**src/rtl/polaris_dbus_pkg.sv**
```systemverilog
// Shared definitions for the Polaris CPU data bus and its 16-bit memory bridge.
// Holds the CPU size encodings, the bridge state encoding and a helper
// that gives the number of 16-bit beats needed for each access size.
package polaris_dbus_pkg;

  localparam logic [1:0] DSIZ_BYTE  = 2'd0;
  localparam logic [1:0] DSIZ_HALF  = 2'd1;
  localparam logic [1:0] DSIZ_WORD  = 2'd2;
  localparam logic [1:0] DSIZ_DWORD = 2'd3;

  typedef enum logic [1:0] {
    ST_IDLE = 2'd0,
    ST_BEAT = 2'd1,
    ST_DONE = 2'd2
  } dbr_state_e;

  // Number of 16-bit bus beats for an access of the given size.
  function automatic logic [2:0] dsiz_beats(input logic [1:0] siz);
    case (siz)
      DSIZ_BYTE, DSIZ_HALF: dsiz_beats = 3'd1;
      DSIZ_WORD:            dsiz_beats = 3'd2;
      default:              dsiz_beats = 3'd4;
    endcase
  endfunction

endpackage

```
**src/rtl/polaris_dbridge_ext.sv**
```systemverilog
// Combinational 64-bit load-result extender.
// Ports:
//   siz_i    - access size (DSIZ_* encoding)
//   signed_i - 1 = sign-extend, 0 = zero-extend (ignored for dword)
//   raw_i    - right-justified raw load data
//   res_o    - extended 64-bit result
module polaris_dbridge_ext
  import polaris_dbus_pkg::*;
(
  input  logic [1:0]  siz_i,
  input  logic        signed_i,
  input  logic [63:0] raw_i,
  output logic [63:0] res_o
);

  always_comb begin
    case (siz_i)
      DSIZ_BYTE: res_o = {{56{signed_i & raw_i[7]}},  raw_i[7:0]};
      DSIZ_HALF: res_o = {{48{signed_i & raw_i[15]}}, raw_i[15:0]};
      DSIZ_WORD: res_o = {{32{signed_i & raw_i[31]}}, raw_i[31:0]};
      default:   res_o = raw_i;
    endcase
  end

endmodule

```
**src/rtl/polaris_dbridge.sv**
```systemverilog
// Bridge from the Polaris CPU 64-bit data port to a 16-bit Wishbone-classic
// memory bus. Each CPU request becomes 1, 2 or 4 ascending bus beats; load
// data is assembled, extended and returned with a one-cycle dack_o.
// Ports:
//   clk_i, reset_i         - clock, synchronous active-high reset
//   dcyc_i/dstb_i/dwe_i    - CPU request qualifiers (request = dcyc & dstb)
//   dsiz_i/dsigned_i       - access size and load sign-extension select
//   dadr_i/ddat_i          - CPU byte address and right-justified store data
//   ddat_o/dack_o          - extended load result and completion pulse
//   wb_*                   - 16-bit Wishbone-classic master (halfword address)
module polaris_dbridge
  import polaris_dbus_pkg::*;
#(
  parameter int ADR_W = 24
) (
  input  logic             clk_i,
  input  logic             reset_i,
  input  logic             dcyc_i,
  input  logic             dstb_i,
  input  logic             dwe_i,
  input  logic [1:0]       dsiz_i,
  input  logic             dsigned_i,
  input  logic [63:0]      dadr_i,
  input  logic [63:0]      ddat_i,
  output logic [63:0]      ddat_o,
  output logic             dack_o,
  output logic             wb_cyc_o,
  output logic             wb_stb_o,
  output logic             wb_we_o,
  output logic [ADR_W-2:0] wb_adr_o,
  output logic [1:0]       wb_sel_o,
  output logic [15:0]      wb_dat_o,
  input  logic [15:0]      wb_dat_i,
  input  logic             wb_ack_i
);

  localparam int HW_W = ADR_W - 1;
  localparam logic [HW_W-1:0] HW_ONE = HW_W'(1);

  dbr_state_e      state_q, state_d;
  logic [HW_W-1:0] adr_q, adr_d;
  logic [1:0]      siz_q, siz_d;
  logic            sgn_q, sgn_d;
  logic            we_q, we_d;
  logic            odd_q, odd_d;
  logic [63:0]     wdat_q, wdat_d;
  logic [1:0]      cnt_q, cnt_d;
  logic [63:0]     asm_q, asm_d;
  logic [63:0]     ddat_q, ddat_d;

  logic            req;
  logic            last_beat;
  logic [HW_W-1:0] hw_adr;
  logic [63:0]     asm_next;
  logic [63:0]     ext_res;
  logic            unused_adr_hi;

  // Bits above the bus address range are discarded.
  assign unused_adr_hi = ^dadr_i[63:ADR_W];

  assign req       = dcyc_i & dstb_i;
  assign last_beat = (({1'b0, cnt_q} + 3'd1) == dsiz_beats(siz_q));

  // Force-align the incoming address to its size, in halfword units.
  always_comb begin
    hw_adr = dadr_i[ADR_W-1:1];
    if (dsiz_i == DSIZ_WORD)  hw_adr[0]   = 1'b0;
    if (dsiz_i == DSIZ_DWORD) hw_adr[1:0] = 2'b00;
  end

  // Assembly register including the beat currently being acked.
  always_comb begin
    asm_next = asm_q;
    if (siz_q == DSIZ_BYTE) asm_next = {56'd0, (odd_q ? wb_dat_i[15:8] : wb_dat_i[7:0])};
    else                    asm_next[{cnt_q, 4'b0000} +: 16] = wb_dat_i;
  end

  polaris_dbridge_ext u_ext (
    .siz_i    (siz_q),
    .signed_i (sgn_q),
    .raw_i    (asm_next),
    .res_o    (ext_res)
  );

  // State register and datapath flops.
  // NOTE: sequential state uses non-blocking assignments so every flop samples
  // the pre-edge values of the others, independent of statement order.
  always_ff @(posedge clk_i) begin
    if (reset_i) begin
      state_q <= ST_IDLE;
      adr_q   <= '0;
      siz_q   <= DSIZ_BYTE;
      sgn_q   <= 1'b0;
      we_q    <= 1'b0;
      odd_q   <= 1'b0;
      wdat_q  <= '0;
      cnt_q   <= '0;
      asm_q   <= '0;
      ddat_q  <= '0;
    end else begin
      state_q <= state_d;
      adr_q   <= adr_d;
      siz_q   <= siz_d;
      sgn_q   <= sgn_d;
      we_q    <= we_d;
      odd_q   <= odd_d;
      wdat_q  <= wdat_d;
      cnt_q   <= cnt_d;
      asm_q   <= asm_d;
      ddat_q  <= ddat_d;
    end
  end

  // Next-state logic.
  always_comb begin
    // NOTE: a default assignment first keeps every path assigned, so no latch.
    state_d = state_q;
    case (state_q)
      ST_IDLE: if (req) state_d = ST_BEAT;
      ST_BEAT: if (wb_ack_i && last_beat) state_d = ST_DONE;
      default: state_d = ST_IDLE;
    endcase
  end

  // Datapath next values.
  always_comb begin
    adr_d  = adr_q;
    siz_d  = siz_q;
    sgn_d  = sgn_q;
    we_d   = we_q;
    odd_d  = odd_q;
    wdat_d = wdat_q;
    cnt_d  = cnt_q;
    asm_d  = asm_q;
    ddat_d = ddat_q;
    if (state_q == ST_IDLE && req) begin
      adr_d  = hw_adr;
      siz_d  = dsiz_i;
      sgn_d  = dsigned_i;
      we_d   = dwe_i;
      odd_d  = dadr_i[0];
      wdat_d = ddat_i;
      cnt_d  = 2'd0;
    end else if (state_q == ST_BEAT && wb_ack_i) begin
      if (!we_q) asm_d = asm_next;
      if (last_beat) begin
        // Stores leave the previous load result visible.
        if (!we_q) ddat_d = ext_res;
      end else begin
        adr_d = adr_q + HW_ONE;
        cnt_d = cnt_q + 2'd1;
      end
    end
  end

  // Outputs.
  always_comb begin
    wb_cyc_o = (state_q == ST_BEAT);
    wb_stb_o = (state_q == ST_BEAT);
    wb_we_o  = (state_q == ST_BEAT) && we_q;
    wb_adr_o = '0;
    wb_sel_o = 2'b00;
    wb_dat_o = '0;
    dack_o   = (state_q == ST_DONE);
    ddat_o   = ddat_q;
    if (state_q == ST_BEAT) begin
      wb_adr_o = adr_q;
      if (siz_q == DSIZ_BYTE) begin
        wb_sel_o = odd_q ? 2'b10 : 2'b01;
        wb_dat_o = {wdat_q[7:0], wdat_q[7:0]};
      end else begin
        wb_sel_o = 2'b11;
        wb_dat_o = wdat_q[{cnt_q, 4'b0000} +: 16];
      end
    end
  end

endmodule

```
**config.mk**
```make
export PLATFORM = sky130hd
export DESIGN_NAME = polaris_dbridge
export DESIGN_NICKNAME = d
export VERILOG_FILES = /design/src/rtl/polaris_dbus_pkg.sv /design/src/rtl/polaris_dbridge_ext.sv /design/src/rtl/polaris_dbridge.sv
export SDC_FILE = /design/constraint.sdc
export NUM_CORES = 1
export LEC_CHECK = 0
export ABC_AREA = 1
export ABC_CLOCK_PERIOD_IN_PS = 2500
export BUFFER_PORTS_ARGS = -buffer_cell sky130_fd_sc_hd__buf_2
export CAP_MARGIN = 40
export CORE_ASPECT_RATIO = 0.5
export CORE_UTILIZATION = 49
export DETAILED_ROUTE_END_ITERATION = 10
export PLACE_DENSITY_LB_ADDON = 0.25
export SLEW_MARGIN = 10
export SYNTH_ARGS = -nofsm -noshare
export SYNTH_HDL_FRONTEND = slang
export SYNTH_SLANG_ARGS = --single-unit
```
**constraint.sdc**
```tcl
create_clock -name clk_i -period 2.5 [get_ports clk_i]
set_clock_uncertainty 0.2 [all_clocks]
set_input_delay 0 -clock clk_i [delete_from_list [all_inputs] [get_ports clk_i]]
set_output_delay 0 -clock clk_i [all_outputs]
set_load 0.005 [all_outputs]
```
==> flow_summary.ini <==
[cts]
cts_max_path_buffers = 3
clk_pin_slew_ns = 0.07
cts_tree = built
insertion_delay_ns = 0.52
cts_made_buffers = 21
cts_root_buf = clkbuf_16
htree_levels = 1
cts_sinks = 224

[placement]
post-place-ws_ns = 0.173
gp_congestion = 0.842
port_buffers = 221
dp_hpwl_mm = 21.9
dpl_cell_area_mm2 = 0.0123

[route]
drc = 0
firstDrtPassIters = 6
wl_met3_mm = 2.48
wirelength_mm = 35.8
via_per_inst = 5.39
antenna_left = 0
top_layer = met4
wl_per_cell_um = 15.9
first_iter_violations = 1192
wl_met1_mm = 15.9
dr_wl_met2_mm = 16.5
vias = 12200

[final_layout]
post-route-util = 0.652
final_cell_mix = nor2_1 (368), nand2_1 (246), dfxtp_1 (223)
syn_to_final_growth_pct = 29.3
fin_nets = 2102
fill_cells = 1948
drive_gt1_frac = 0.160
layout_commonest_cell = nor2_1
fin_area_mm2 = 0.0142

[yosys]
avgSynthCellArea_um2 = 6.62
synth.net_count = 1821
yosysWarnings = 0
ys_ff_latch = 224
netlist_area_mm2 = 0.0110
synth_cells = 1661
synth.largest_area_cell = dfxtp_1
synth.area.top_cells = dfxtp_1 (41%), nor2_1 (13%), o21ai_0 (9.8%)
synthDominantCellAreaShare = 0.408
synth_cell_types = 35
synth_seq_area_share = 0.408

[timing]
rsz0062_at_grt = true
period_needed_ns = 2.36
setup_violations = 0
max-slew-margin-rel = 0.467
period_share = 0.943
hold_violations = 0
worstMarginPinSlew_ns = 0.799
setup_slack_ns = 0.143
holdWs_ns = 0.0461
fmax_ghz = 0.424
drv_slew = 0

[worst_hold_path]
hp-start = dstb_i
hold_class = in2reg

[global_routing]
grt_pass1_vias = 11000
grt_usage = 0.300
grt_max_degree = 105
antenna_found_initial = 0
grt_first_pass_wirelength_mm = 56.6
grt-ovfl-total = 0

[setup_path]
path_cells = inv_1 > ha_1 > clkinv_1 > a21oi_1 > o21ai_2 > nand4_4 > nand3_4 > nor2_1 > nor2_1
cp-start-kind = flop
path_buf_inv = 2
r2r-start = cnt_q[1]
crit_required_ns = 2.71
worst_setup_path_end_kind = flop
arrival_ns = 2.56
crit_path_start = cnt_q[1]
crit_type = reg2reg
critPathMaxFanout = 32
crit_slowest_cell = nand3_4
crit_top_cell = nor2_1
crit_family = simple AND/OR/NAND/NOR gates
critical-path-max-stage-delay_ns = 0.35

[floorplan]
ioPinCount = 262
row_count = 38
fp.coreArea_mm2 = 0.0218
die_area_mm2 = 0.0231
die_h_um = 108
initial_core_util = 0.504
chipWidth_um = 214

[job]
cap_viol_max_count = 0

[run_status]
status = completed

[power_and_ir_drop]
p_leak_nw = 6.11
ir_drop_mv = 0.367
pwr_density_cell_mw_per_mm2 = 591
==> worst min-delay path, delay by kind of cell <==
family                 cells  cell delay [ns]
buffers and inverters      3             0.36
AND/OR/NAND/NOR            2             0.14
AO/OA/AOI/OAI              1             0.22
==> layout make-up <==
cell class / count / area [um2] / share of cell area
Multi-Input combinational cell: 1184 / 5500 / 0.387
Sequential cell: 224 / 4490 / 0.315
Timing Repair Buffer: 381 / 2700 / 0.190
Clock buffer: 28 / 572 / 0.0402
Inverter: 130 / 489 / 0.0344
Tap cell: 300 / 375 / 0.0264
Clock inverter: 8 / 98.8 / 0.00695
Antenna cell: 1 / 2.50 / 0.000176
==> per-stage QoR <==
step           instances  setup TNS [ns]  total power, mW
2_1_floorplan       1661               0             4.65
3_3_place_gp        2096               0             5.03
3_5_place_dp        2096               0             5.04
4_1_cts             2253               0             8.40
5_1_grt             2255        -0.00146             8.77
6_report            2256               0             8.41
==> registers in the layout, summed over array words and instances, names as in the netlist <==
register  flops
adr_q        23
state_q       2
we_q          1
odd_q         1
cnt_q         2
siz_q         2
wdat_q       64
sgn_q         1
asm_q        64
ddat_o       64
==> logic make-up (layout without fill, tap and decap cells) <==
group	after synthesis	after routing	share of synthesized area
buffers and inverters	253	547	0.0931
other	0	1	0
adder cells (fa/ha/maj)	7	7	0.00796
XOR/XNOR	3	3	0.00239
flip-flops	224	224	0.408
AO/OA/AOI/OAI	487	487	0.240
AND/OR/NAND/NOR	687	687	0.249
==> power by group <==
part	internal (mW)	switching [mW]	total, mW
Clock	1.82	1.42	3.24
Combinational	0.536	0.764	1.30
Sequential	3.76	0.111	3.87
Total	6.11	2.30	8.41
==> path summary, 6_finish.rpt <==
path / end / slack, ns / cells after the start
worst min register to register: asm_q[54] / 0.26 / 2
worst min-delay path: siz_q[1] / 0.05 / 6
worst max-delay path: ddat_o[59] / 0.14 / 9
worst max register to register: ddat_o[59] / 0.14 / 9
==> Yosys cell counts, drive strengths merged <==
cell type and number:
clkbuf 84, inv 129, a21oi 149, o21bai 2
nor2 372, a21boi 1, ha 7, nor3 4
clkinv 1, xor2 3, nand3 50, nand2 250
nand4 9, a31oi 1, or2 1, buf 39
a211oi 34, a22oi 7, nand3b 1, o22ai 71
o21ai 222, dfxtp 224
==> what timing repair did <==
item / 4_1_cts / 5_1_grt
hold buffers: 121 / 0
hold endpoints to repair: 212 / 0
buffers inserted: 0 / 2
endpoints found under the setup margin: 0 / 9
gates resized for setup: 0 / 1
==> routing by layer <==
| layer | track usage | up-vias |
|---|---|---|
| met2 | 0.485 | 457 |
| li1 | - | 6032 |
| met3 | 0.0563 | 85 |
| met5 | 0 | - |
| met4 | 0.0843 | 0 |
| met1 | 0.410 | 5592 |
Power figures use the tool's default switching activity.
